### config.mk
export PLATFORM = sky130hd
export DESIGN_NAME = sensor_poll_scheduler_flat
export DESIGN_NICKNAME = d
export VERILOG_FILES = /design/src/rtl/sensor_poll_scheduler_pkg.sv /design/src/rtl/sensor_poll_scheduler_if.sv /design/src/rtl/sensor_poll_scheduler_timer.sv /design/src/rtl/sensor_poll_scheduler.sv /design/src/flat_wrapper.sv
export SDC_FILE = /design/constraint.sdc
export NUM_CORES = 1
export LEC_CHECK = 0
export ABC_AREA = 1
export ABC_CLOCK_PERIOD_IN_PS = 2350
export CORE_ASPECT_RATIO = 1.4
export CORE_MARGIN = 2
export CORE_UTILIZATION = 55
export DETAILED_ROUTE_END_ITERATION = 8
export HOLD_SLACK_MARGIN = 0.1
export PLACE_DENSITY_LB_ADDON = 0.3
export SLEW_MARGIN = 10
export SYNTH_ARGS = -nofsm -noshare
export SYNTH_HDL_FRONTEND = slang
export SYNTH_HIERARCHICAL = 1
export SYNTH_SLANG_ARGS = --single-unit
### constraint.sdc
create_clock -name clk -period 2.35 [get_ports clk]
set_input_delay 0.235 -clock clk [delete_from_list [all_inputs] [get_ports clk]]
set_output_delay 0.235 -clock clk [all_outputs]
set_load 0.02 [all_outputs]
### src/rtl/sensor_poll_scheduler_pkg.sv
// Shared types and constants for the greenhouse sensor poll scheduler.
// Slot order: four lux sensors (N/E/S/W) followed by four temperature sensors.
package greenhouse_sensor_pkg;

    typedef logic [2:0] slot_t;

    localparam slot_t SLOT_N     = 3'd0;
    localparam slot_t SLOT_E     = 3'd1;
    localparam slot_t SLOT_S     = 3'd2;
    localparam slot_t SLOT_W     = 3'd3;
    localparam slot_t SLOT_SOLAR = 3'd4;
    localparam slot_t SLOT_GH    = 3'd5;
    localparam slot_t SLOT_AMB   = 3'd6;
    localparam slot_t SLOT_GEO   = 3'd7;

    // 7-bit I2C slave address of each slot
    localparam logic [6:0] SLOT_ADDR [0:7] = '{
        7'h23, 7'h5C, 7'h29, 7'h39,
        7'h48, 7'h49, 7'h4A, 7'h4B
    };

    // Register pointer read on each slot (lux data register / temperature register)
    localparam logic [7:0] SLOT_REG [0:7] = '{
        8'h10, 8'h10, 8'hAC, 8'hAC,
        8'h00, 8'h00, 8'h00, 8'h00
    };

    typedef enum logic [2:0] {
        ST_IDLE  = 3'd0,
        ST_ISSUE = 3'd1,
        ST_WAIT  = 3'd2,
        ST_RETRY = 3'd3,
        ST_STORE = 3'd4,
        ST_NEXT  = 3'd5
    } state_t;

    // Lux slots are 0-3, temperature slots 4-7
    function automatic logic is_lux_slot(input slot_t s);
        return ~s[2];
    endfunction

endpackage

### src/rtl/sensor_poll_scheduler_if.sv
// Command/response port between the poll scheduler and the shared I2C master.
// master: the scheduler (issues commands); slave: the I2C master engine.
interface sensor_poll_scheduler_if;
    logic        cmd_valid;
    logic        cmd_ready;
    logic [6:0]  cmd_addr;
    logic [7:0]  cmd_reg;
    logic        rsp_valid;
    logic        rsp_err;
    logic [15:0] rsp_data;

    modport master (
        output cmd_valid, cmd_addr, cmd_reg,
        input  cmd_ready, rsp_valid, rsp_err, rsp_data
    );

    modport slave (
        input  cmd_valid, cmd_addr, cmd_reg,
        output cmd_ready, rsp_valid, rsp_err, rsp_data
    );
endinterface

### src/rtl/sensor_poll_scheduler_timer.sv
// poll_interval_timer: free-running down counter that emits a one-cycle tick
// every POLL_INTERVAL cycles; the first tick comes POLL_INTERVAL cycles after reset.
module poll_interval_timer #(
    parameter int unsigned POLL_INTERVAL = 1000000
) (
    input  logic clk,
    input  logic rst,
    output logic tick_o
);
    localparam int unsigned CW = (POLL_INTERVAL > 1) ? $clog2(POLL_INTERVAL) : 1;
    localparam logic [CW-1:0] RELOAD = CW'(POLL_INTERVAL - 1);

    logic [CW-1:0] cnt_q, cnt_d;

    // Next count: reload on zero, otherwise count down
    always_comb begin
        if (cnt_q == '0) begin
            cnt_d = RELOAD;
        end else begin
            cnt_d = cnt_q - CW'(1);
        end
    end

    // Counter register
    always_ff @(posedge clk or negedge rst) begin
        if (!rst) begin
            cnt_q <= RELOAD;
        end else begin
            cnt_q <= cnt_d;
        end
    end

    assign tick_o = (cnt_q == '0);
endmodule

### src/rtl/sensor_poll_scheduler.sv
// sensor_poll_scheduler: sweeps eight greenhouse sensors over one I2C command
// port with timeout and bounded retry, holding the latest value of each.
// Optional feature macro: SENSOR_LUX_FILTER_EN (IIR smoothing of lux samples).
module sensor_poll_scheduler
    import greenhouse_sensor_pkg::*;
#(
    parameter int unsigned POLL_INTERVAL  = 1000000,
    parameter int unsigned TIMEOUT_CYCLES = 65535,
    parameter int unsigned MAX_RETRY      = 2
) (
    input  logic                     clk,
    input  logic                     rst,
    sensor_poll_scheduler_if.master  bus,
    output logic [15:0]              n_lux,
    output logic [15:0]              e_lux,
    output logic [15:0]              s_lux,
    output logic [15:0]              w_lux,
    output logic [7:0]               solar_celcius,
    output logic [7:0]               greenhouse_celcius,
    output logic [7:0]               ambient_celcius,
    output logic [7:0]               geothermal_celcius,
    output logic [7:0]               sensor_fault,
    output logic                     sweep_done,
    output logic                     sweep_overrun
);
    localparam int unsigned AW = (MAX_RETRY > 0) ? $clog2(MAX_RETRY + 1) : 1;
    localparam int unsigned TW = (TIMEOUT_CYCLES > 1) ? $clog2(TIMEOUT_CYCLES) : 1;
    // WAIT lasts at most TIMEOUT_CYCLES cycles: counter values 0 .. TIMEOUT_CYCLES-1
    localparam logic [TW-1:0] TO_LAST = TW'(TIMEOUT_CYCLES - 1);

    logic          tick_s;
    state_t        state_q, state_d;
    slot_t         slot_q, slot_d;
    logic [AW-1:0] attempt_q, attempt_d;
    logic [TW-1:0] to_q, to_d;
    logic [15:0]   data_q, data_d;
    logic [15:0]   lux_q [0:3];
    logic [15:0]   lux_d [0:3];
    logic [7:0]    temp_q [0:3];
    logic [7:0]    temp_d [0:3];
    logic [7:0]    fault_q, fault_d;
    logic          done_q, done_d;
    logic          overrun_q, overrun_d;
    logic [15:0]   lux_new_s;

    poll_interval_timer #(.POLL_INTERVAL(POLL_INTERVAL)) u_timer (
        .clk    (clk),
        .rst    (rst),
        .tick_o (tick_s)
    );

`ifdef SENSOR_LUX_FILTER_EN
    logic [3:0]         seen_q;
    logic signed [17:0] diff_s, step_s, sum_s;

    // IIR step a quarter of the way toward the sample; first sample loads raw
    always_comb begin
        diff_s = $signed({2'b00, data_q}) - $signed({2'b00, lux_q[slot_q[1:0]]});
        step_s = diff_s >>> 2;
        sum_s  = $signed({2'b00, lux_q[slot_q[1:0]]}) + step_s;
        if (seen_q[slot_q[1:0]]) begin
            lux_new_s = sum_s[15:0];
        end else begin
            lux_new_s = data_q;
        end
    end

    // Per-slot "has a good sample since reset" flags
    always_ff @(posedge clk or negedge rst) begin
        if (!rst) begin
            seen_q <= 4'b0000;
        end else if ((state_q == ST_STORE) && is_lux_slot(slot_q)) begin
            seen_q <= seen_q | (4'b0001 << slot_q[1:0]);
        end else begin
            seen_q <= seen_q;
        end
    end
`else
    // Unfiltered: the sample replaces the held lux value
    always_comb begin
        lux_new_s = data_q;
    end
`endif

    // Next-state logic of the sweep FSM and all datapath registers
    always_comb begin
        state_d   = state_q;
        slot_d    = slot_q;
        attempt_d = attempt_q;
        to_d      = to_q;
        data_d    = data_q;
        lux_d     = lux_q;
        temp_d    = temp_q;
        fault_d   = fault_q;
        done_d    = 1'b0;

        // A tick that finds a sweep in progress is dropped and flagged
        if (tick_s && (state_q != ST_IDLE)) begin
            overrun_d = 1'b1;
        end else begin
            overrun_d = overrun_q;
        end

        case (state_q)
            ST_IDLE: begin
                if (tick_s) begin
                    state_d   = ST_ISSUE;
                    slot_d    = SLOT_N;
                    attempt_d = '0;
                end else begin
                    state_d = ST_IDLE;
                end
            end
            ST_ISSUE: begin
                if (bus.cmd_ready) begin
                    state_d = ST_WAIT;
                    to_d    = '0;
                end else begin
                    state_d = ST_ISSUE;
                end
            end
            ST_WAIT: begin
                if (bus.rsp_valid && !bus.rsp_err) begin
                    data_d  = bus.rsp_data;
                    state_d = ST_STORE;
                end else if (bus.rsp_valid || (to_q == TO_LAST)) begin
                    state_d = ST_RETRY;
                end else begin
                    to_d = to_q + TW'(1);
                end
            end
            ST_RETRY: begin
                if (attempt_q < AW'(MAX_RETRY)) begin
                    attempt_d = attempt_q + AW'(1);
                    state_d   = ST_ISSUE;
                end else begin
                    fault_d[slot_q] = 1'b1;
                    state_d         = ST_NEXT;
                end
            end
            ST_STORE: begin
                if (is_lux_slot(slot_q)) begin
                    lux_d[slot_q[1:0]] = lux_new_s;
                end else begin
                    temp_d[slot_q[1:0]] = data_q[15:8];
                end
                fault_d[slot_q] = 1'b0;
                state_d         = ST_NEXT;
            end
            ST_NEXT: begin
                attempt_d = '0;
                if (slot_q == SLOT_GEO) begin
                    state_d = ST_IDLE;
                    done_d  = 1'b1;
                end else begin
                    slot_d  = slot_q + 3'd1;
                    state_d = ST_ISSUE;
                end
            end
            default: begin
                state_d = ST_IDLE;
            end
        endcase
    end

    // State and datapath registers; reset aborts any sweep immediately
    always_ff @(posedge clk or negedge rst) begin
        if (!rst) begin
            state_q   <= ST_IDLE;
            slot_q    <= SLOT_N;
            attempt_q <= '0;
            to_q      <= '0;
            data_q    <= 16'h0000;
            lux_q     <= '{default: 16'h0000};
            temp_q    <= '{default: 8'h00};
            fault_q   <= 8'h00;
            done_q    <= 1'b0;
            overrun_q <= 1'b0;
        end else begin
            state_q   <= state_d;
            slot_q    <= slot_d;
            attempt_q <= attempt_d;
            to_q      <= to_d;
            data_q    <= data_d;
            lux_q     <= lux_d;
            temp_q    <= temp_d;
            fault_q   <= fault_d;
            done_q    <= done_d;
            overrun_q <= overrun_d;
        end
    end

    // Command fields come straight from registers so they stay stable in ISSUE
    assign bus.cmd_valid = (state_q == ST_ISSUE);
    assign bus.cmd_addr  = SLOT_ADDR[slot_q];
    assign bus.cmd_reg   = SLOT_REG[slot_q];

    assign n_lux              = lux_q[0];
    assign e_lux              = lux_q[1];
    assign s_lux              = lux_q[2];
    assign w_lux              = lux_q[3];
    assign solar_celcius      = temp_q[0];
    assign greenhouse_celcius = temp_q[1];
    assign ambient_celcius    = temp_q[2];
    assign geothermal_celcius = temp_q[3];
    assign sensor_fault       = fault_q;
    assign sweep_done         = done_q;
    assign sweep_overrun      = overrun_q;
endmodule
### src/flat_wrapper.sv
// flat-port wrapper written by rule: the top's interface ports become plain ports
module sensor_poll_scheduler_flat import greenhouse_sensor_pkg::*;
#(
    parameter int unsigned POLL_INTERVAL  = 1000000,
    parameter int unsigned TIMEOUT_CYCLES = 65535,
    parameter int unsigned MAX_RETRY      = 2
)
  (clk, rst, n_lux, e_lux, s_lux, w_lux, solar_celcius, greenhouse_celcius, ambient_celcius, geothermal_celcius, sensor_fault, sweep_done, sweep_overrun, bus_cmd_valid, bus_cmd_addr, bus_cmd_reg, bus_cmd_ready, bus_rsp_valid, bus_rsp_err, bus_rsp_data);
  sensor_poll_scheduler_if bus_i ();
  input  logic clk;
  input  logic rst;
  output logic [15:0] n_lux;
  output logic [15:0] e_lux;
  output logic [15:0] s_lux;
  output logic [15:0] w_lux;
  output logic [7:0] solar_celcius;
  output logic [7:0] greenhouse_celcius;
  output logic [7:0] ambient_celcius;
  output logic [7:0] geothermal_celcius;
  output logic [7:0] sensor_fault;
  output logic sweep_done;
  output logic sweep_overrun;
  output wire logic [$bits(bus_i.cmd_valid)-1:0] bus_cmd_valid;
  output wire logic [$bits(bus_i.cmd_addr)-1:0] bus_cmd_addr;
  output wire logic [$bits(bus_i.cmd_reg)-1:0] bus_cmd_reg;
  input wire logic [$bits(bus_i.cmd_ready)-1:0] bus_cmd_ready;
  input wire logic [$bits(bus_i.rsp_valid)-1:0] bus_rsp_valid;
  input wire logic [$bits(bus_i.rsp_err)-1:0] bus_rsp_err;
  input wire logic [$bits(bus_i.rsp_data)-1:0] bus_rsp_data;
  assign bus_cmd_valid = bus_i.cmd_valid;
  assign bus_cmd_addr = bus_i.cmd_addr;
  assign bus_cmd_reg = bus_i.cmd_reg;
  assign bus_i.cmd_ready = bus_cmd_ready;
  assign bus_i.rsp_valid = bus_rsp_valid;
  assign bus_i.rsp_err = bus_rsp_err;
  assign bus_i.rsp_data = bus_rsp_data;
  sensor_poll_scheduler #(.POLL_INTERVAL(POLL_INTERVAL), .TIMEOUT_CYCLES(TIMEOUT_CYCLES), .MAX_RETRY(MAX_RETRY)) u_core (.clk(clk), .rst(rst), .bus(bus_i), .n_lux(n_lux), .e_lux(e_lux), .s_lux(s_lux), .w_lux(w_lux), .solar_celcius(solar_celcius), .greenhouse_celcius(greenhouse_celcius), .ambient_celcius(ambient_celcius), .geothermal_celcius(geothermal_celcius), .sensor_fault(sensor_fault), .sweep_done(sweep_done), .sweep_overrun(sweep_overrun));
endmodule
Word-level counts from Yosys, hierarchy flattened
Memory sizes are Yosys's and may differ from the RTL's. Index checks and enable logic that the tools add are counted.

Add/subtract/negate cells: 4. $lt $le $gt $ge: 6. Eq/ne operators: 15. Mux-type cells: 34. Bitwise gates (word level): 6. Reduce and logical (&&, ||, !) cells: 20.

Operators by type and width (count): $bwmux W64 (1); $mux W16 (4); $bwmux W32 (1); $demux W16 S2 (1); $mux W8 (4); $pmux W16 S2 (1); $logic_not A20 Y1 (1); $mux W20 (1); $sub A20 B1 Y20 const B (1); $pmux W3 S6 (1); $add A16 B1 Y16 const B (1); $demux W8 S2 (1); $eq A16 B16 Y1 const B (1); $pmux W8 S2 (1); $mux W3 (5); $mux W7 (2); $eq A3 B3 Y1 const B (3); $and A8 B8 Y8 (1); $ne A2 B2 Y1 const B (4); $not A8 Y8 (1); $or A8 B8 Y8 (1); $reduce_and A2 Y1 (4); $eq A3 B2 Y1 const B (2); $mux W2 (3); other kinds (26) (39).

Flip-flop bits (word level): 166. Bits in read-only memories: 120. Input port bits: 21. Output and inout bits: 122. Word-level logic and storage cells: 104. Memories kept: 2.

Memory list: (no name shown) (depth 8, bits a word 8, read ports 1, clocked after memory_dff 0, wr ports 0, line sensor_poll_scheduler.sv:196) `assign bus.cmd_reg = SLOT_REG[slot_q];`; (no name shown) (depth 8, bits a word 7, read ports 1, clocked after memory_dff 0, wr ports 0, line sensor_poll_scheduler.sv:195) `assign bus.cmd_addr = SLOT_ADDR[slot_q];`.

Longest topological paths before layout
Word-level depth: 7. Gate-level depth with buffers: 11. Mapped depth without buffers: 11.

Hierarchy
The synthesis kept the hierarchy.

By module, submodules not included: sensor_poll_scheduler (times used 1, cells each 687, area each 6414.9 µm², sequential area each 3653.5 µm²); poll_interval_timer (times used 1, cells each 149, area each 1181.1 µm², sequential area each 515.5 µm²).

Least setup slack after synthesis
OpenSTA, ideal clock, no wires.

Kind: reg2reg. From: reg u_core.slot_q[1]. To: reg u_core.lux_q (netlist bit u_core/e_lux[2]). Setup time: 132 ps. Arrival: 1621 ps. Required time: 2218 ps. Slack: 597 ps. Cell stages (with the launch flop): 9. Cell sequence: dfrtp_1 > inv_1 > ha_1 > inv_1 > nor2_1 > nand2_1 > clkbuf_1 > nand2_1 > o21ai_0.

Cells in the longest elaborated chain, start to end: 6.

RTL lines: start: declaration (line sensor_poll_scheduler.sv:33) `slot_t slot_q, slot_d;`; start signal: assignment (line sensor_poll_scheduler.sv:181) `slot_q <= slot_d;`; $not A2 Y3 (not written as such) * (line sensor_poll_scheduler.sv:143) `lux_d[slot_q[1:0]] = lux_new_s;`; $ge A3 B3 Y1 (not written as such) / $lt A3 B1 Y1 (equally long branches) (line sensor_poll_scheduler.sv:143); $logic_and A1 B1 Y1 (not written as such) (line sensor_poll_scheduler.sv:143); $mux W16 (not written as such) (line sensor_poll_scheduler.sv:143); $demux W16 S2 * (line sensor_poll_scheduler.sv:143); $bwmux W64 * (line sensor_poll_scheduler.sv:143); end signal: assignment (line sensor_poll_scheduler.sv:185) `lux_q <= lux_d;`; end: declaration (line sensor_poll_scheduler.sv:37) `logic [15:0] lux_q [0:3];`.

Mark *: on every way between the ends. The rest lies on a longest branch, timed or not. A chain may end at the register's enable or synchronous reset.

Worst setup path in the final report
From: reg u_core.slot_q[1]. To: out bus_cmd_addr[6].

Cells in the longest elaborated chain, start to end: 4.

RTL lines: $not A3 Y4 (not written as such) (line sensor_poll_scheduler.sv:195); $mem_v2 Z8 W7; $mux W7 (not written as such) (2 in series) (line sensor_poll_scheduler.sv:195); end: declaration (line flat_wrapper.sv:24) `output wire logic [$bits(bus_i.cmd_addr)-1:0] bus_cmd_addr;`.

Every way passes these cells. The select of a mux whose other input is x is not followed.

==> out/results.ini <==
[outcome]
status=completed

[routing]
initialDrtViolationCount=284
final_antenna_net_count=0
totalWireLength_um=18600
detail_route.first_pass.iterations=5
routedWlPerCell_um=15.8
drc=0
vias_per_cell=5.30
via_count=6227

[die]
dieWidth_um=103
row_count=50
core-area_mm2=0.0135
start_util_pct=56.5
die_y_um=143
fp.dieArea_mm2=0.0148
ios=143

[placement]
dp_hpwl_um=13200
portBuffers=139
gp_congestion=0.898

[cts]
clk_pin_slew_ps=70
cts_buffers=17
cts_root_buffer=clkbuf_16
cts.sinks=166
clockBufferDepth=2
post-cts-setup-buffer-count=0
h-tree-depth=4
cts_tree=done
clkLatencyLatePin_ps=420

[pwr]
seq_power_share_pct=36.2
leakagePower_nw=4.37
total_power_mw=11.6
sw_frac_of_total_pct=37.9
p_int_mw=7.19
ir_worst_vdd_v=0.000556
clkPwrFrac_pct=23.7
p_sw_mw=4.39
p_comb_share_pct=40.0
p_per_area_mw_per_mm2=1190

[cells_and_area]
fin_nets=1010
syn2layout_area_growth_pct=28.0
fillCellCount=1006
n_antenna_cell=0
drive_above_1_share_pct=9.98

[setup_path]
cp_top_family=buffers and inverters
crit_buf_inv=3
path_cells=inv_2, ha_1, nor2_1, inv_1, clkdlybuf4s50_1
worstPathRequired_ps=2120
critPathSlowestCell=clkdlybuf4s50_1
r2r_slack_ps=480
start_kind=flip-flop
arrival_ps=1950
crit_type=reg -> out
end_kind=output port
crit_fanout=6
max_stage_delay_ps=610

[sta]
fmax_mhz=458
setup_viol=0
fin_crit_sh_pct=92.8
hold_viol_final=0
tightest_slew_ps=643
rsz0062_at_grt=no
setup_tns_ps=0
slew_violations=0
fin_crit_ps=2180
fin_skew_ps=14.1
slew-limit-headroom_pct=57.0

[synthesis]
synth_warnings=6
ys_ff_latch=166
netlist_area_mm2=0.00760
postSynthAreaPerCell_um2=9.09
ys_seq_area_share_pct=54.9
postSynthCellCount=836
yosys.cell_types.count=32

[global_routing]
track_usage_pct=26.2
grt_pass1_vias=6113
grt_max_degree=66
antenna_found_initial=0
grt-ovfl-total=0
grt_pass1_wl_um=30000

[min_path]
hp-class=in -> async

[job]
drv_cap=0

## cells in the final DEF, fill, tap and decap left out, types with 8 or more instances in the layout
cell             synthesis  routed
a21oi_1                 23      23
buf_4                   19      13
clkbuf_16                0      17
clkdlybuf4s50_1          0     135
clkinv_1                 8       8
dfrtp_1                154     154
dfstp_2                 12      12
ha_1                    10      10
inv_1                   56      55
nand2_1                224     224
nand2_2                  9       9
nand3_1                 48      48
nand4_1                 13      13
nor2_1                  85      84
nor2_2                   7       8
nor2_4                  14      14
o21a_1                  80      80
o21ai_0                 33      33
## registers in the layout, summed over array words and instances (netlist names), named ones only
signal and count:
u_core/s_lux 16, u_core/w_lux 16, u_core/sweep_overrun 1, u_core/n_lux 16, u_core/greenhouse_celcius 8, u_core/geothermal_celcius 8, u_core/state_q 3, u_core/solar_celcius 8
u_core/attempt_q 2, u_core/sweep_done 1, u_core/ambient_celcius 8, u_core/u_timer/cnt_q 20, u_core/e_lux 16, u_core/to_q 16, u_core/data_q 16, u_core/slot_q 3
## stage by stage
| stage | util [%] | cell area, µm² | hold slack (ps) | cells | setup WS, ps |
|---|---|---|---|---|---|
| floorplan | - | 7600 | -60.6 | 838 | 597 |
| global placement | 67.8 | 9120 | 266 | 1141 | 415 |
| detailed placement | 67.8 | 9120 | 265 | 1141 | 402 |
| CTS | 72.2 | 9710 | 381 | 1174 | 6.82 |
| global route | 72.3 | 9720 | 398 | 1174 | 86.1 |
| finish | 72.3 | 9720 | 375 | 1174 | 168 |
## worst reg2reg max path, delay by kind of cell, from the launching register on
| kind | cells | cell delay, ps |
|---|---|---|
| flops | 1 | 400 |
| buf+inv | 1 | 110 |
| compound gates | 1 | 160 |
| simple gates | 5 | 1080 |
## final timing paths
path	from	endpoint	cells past startpoint
worst max-delay path	u_core/slot_q[1]	bus_cmd_addr[6]	5
min in group clk	bus_rsp_data[5]	u_core/data_q[5]	3
worst min register to register	u_core/u_timer/cnt_q[0]	u_core/u_timer/cnt_q[0]	1
worst min-delay path	rst	u_core/s_lux[11]	2
max in group asynchronous	rst	async pin	3
worst max register to register	u_core/state_q[1]	u_core/n_lux[8]	7
## Yosys cell counts, drive strengths merged
master	number	share of area, %
a21oi	23	1.5
buf	27	2.7
clkbuf	5	0.25
clkinv	8	0.40
conb	1	0.049
dfrtp	154	51
dfstp	12	4.2
ha	10	1.6
inv	57	2.8
nand2	234	12
nand3	51	3.7
nand3b	2	0.20
nand4	13	1.1
nor2	106	6.9
nor3	4	0.26
o21a	80	7.9
o21ai	34	2.4
o21bai	4	0.40
o22ai	2	0.16
or2	3	0.25
xnor2	5	0.58
xor2	1	0.12
## power groups by stage
stage / sequential, mW / clock [mW] / combinational, mW
4_1_cts: 4.20 / 2.79 / 4.66
2_1_floorplan: 4.96 / 0 / 1.71
5_1_grt: 4.30 / 2.90 / 4.98
3_5_place_dp: 4.24 / 0 / 4.64
6_report: 4.20 / 2.75 / 4.64
3_3_place_gp: 4.20 / 0 / 4.54
## metal layers
layer	global-route usage, %	wire [µm]	up-vias
met1	31.5	7290	2998
met5	0	0	-
li1	-	-	2979
met4	10.6	635	0
met2	45.8	9730	205
met3	4.50	921	45
## layout make-up
type / instances / area [µm²] / area share, %
Sequential cell: 166 / 4170 / 42.9
Multi-Input combinational cell: 575 / 2970 / 30.6
Clock inverter: 14 / 156 / 1.61
Tap cell: 182 / 228 / 2.34
Inverter: 65 / 244 / 2.51
Timing Repair Buffer: 154 / 1520 / 15.6
Clock buffer: 18 / 429 / 4.42
## what timing repair did
item / 4_1_cts / 5_1_grt
hold endpoints to repair: 56 / 0
resized for setup: 2 / 3
hold buffers: 1 / 0
setup endpoints to repair: 2 / 5
## cells by family (layout without fill, tap and decap cells)
family | after synthesis | in the layout | synth area share (%)
adders and majority gates | 10 | 10 | 1.65
buffers and inverters | 97 | 251 | 6.11
DFF | 166 | 166 | 54.9
AOI/OAI and AO/OA | 143 | 143 | 12.4
xor gates and xnor gates | 6 | 6 | 0.692
other | 1 | 3 | 0.0494
and+or+nand+nor | 413 | 413 | 24.2
Power figures use the tool's default switching activity.
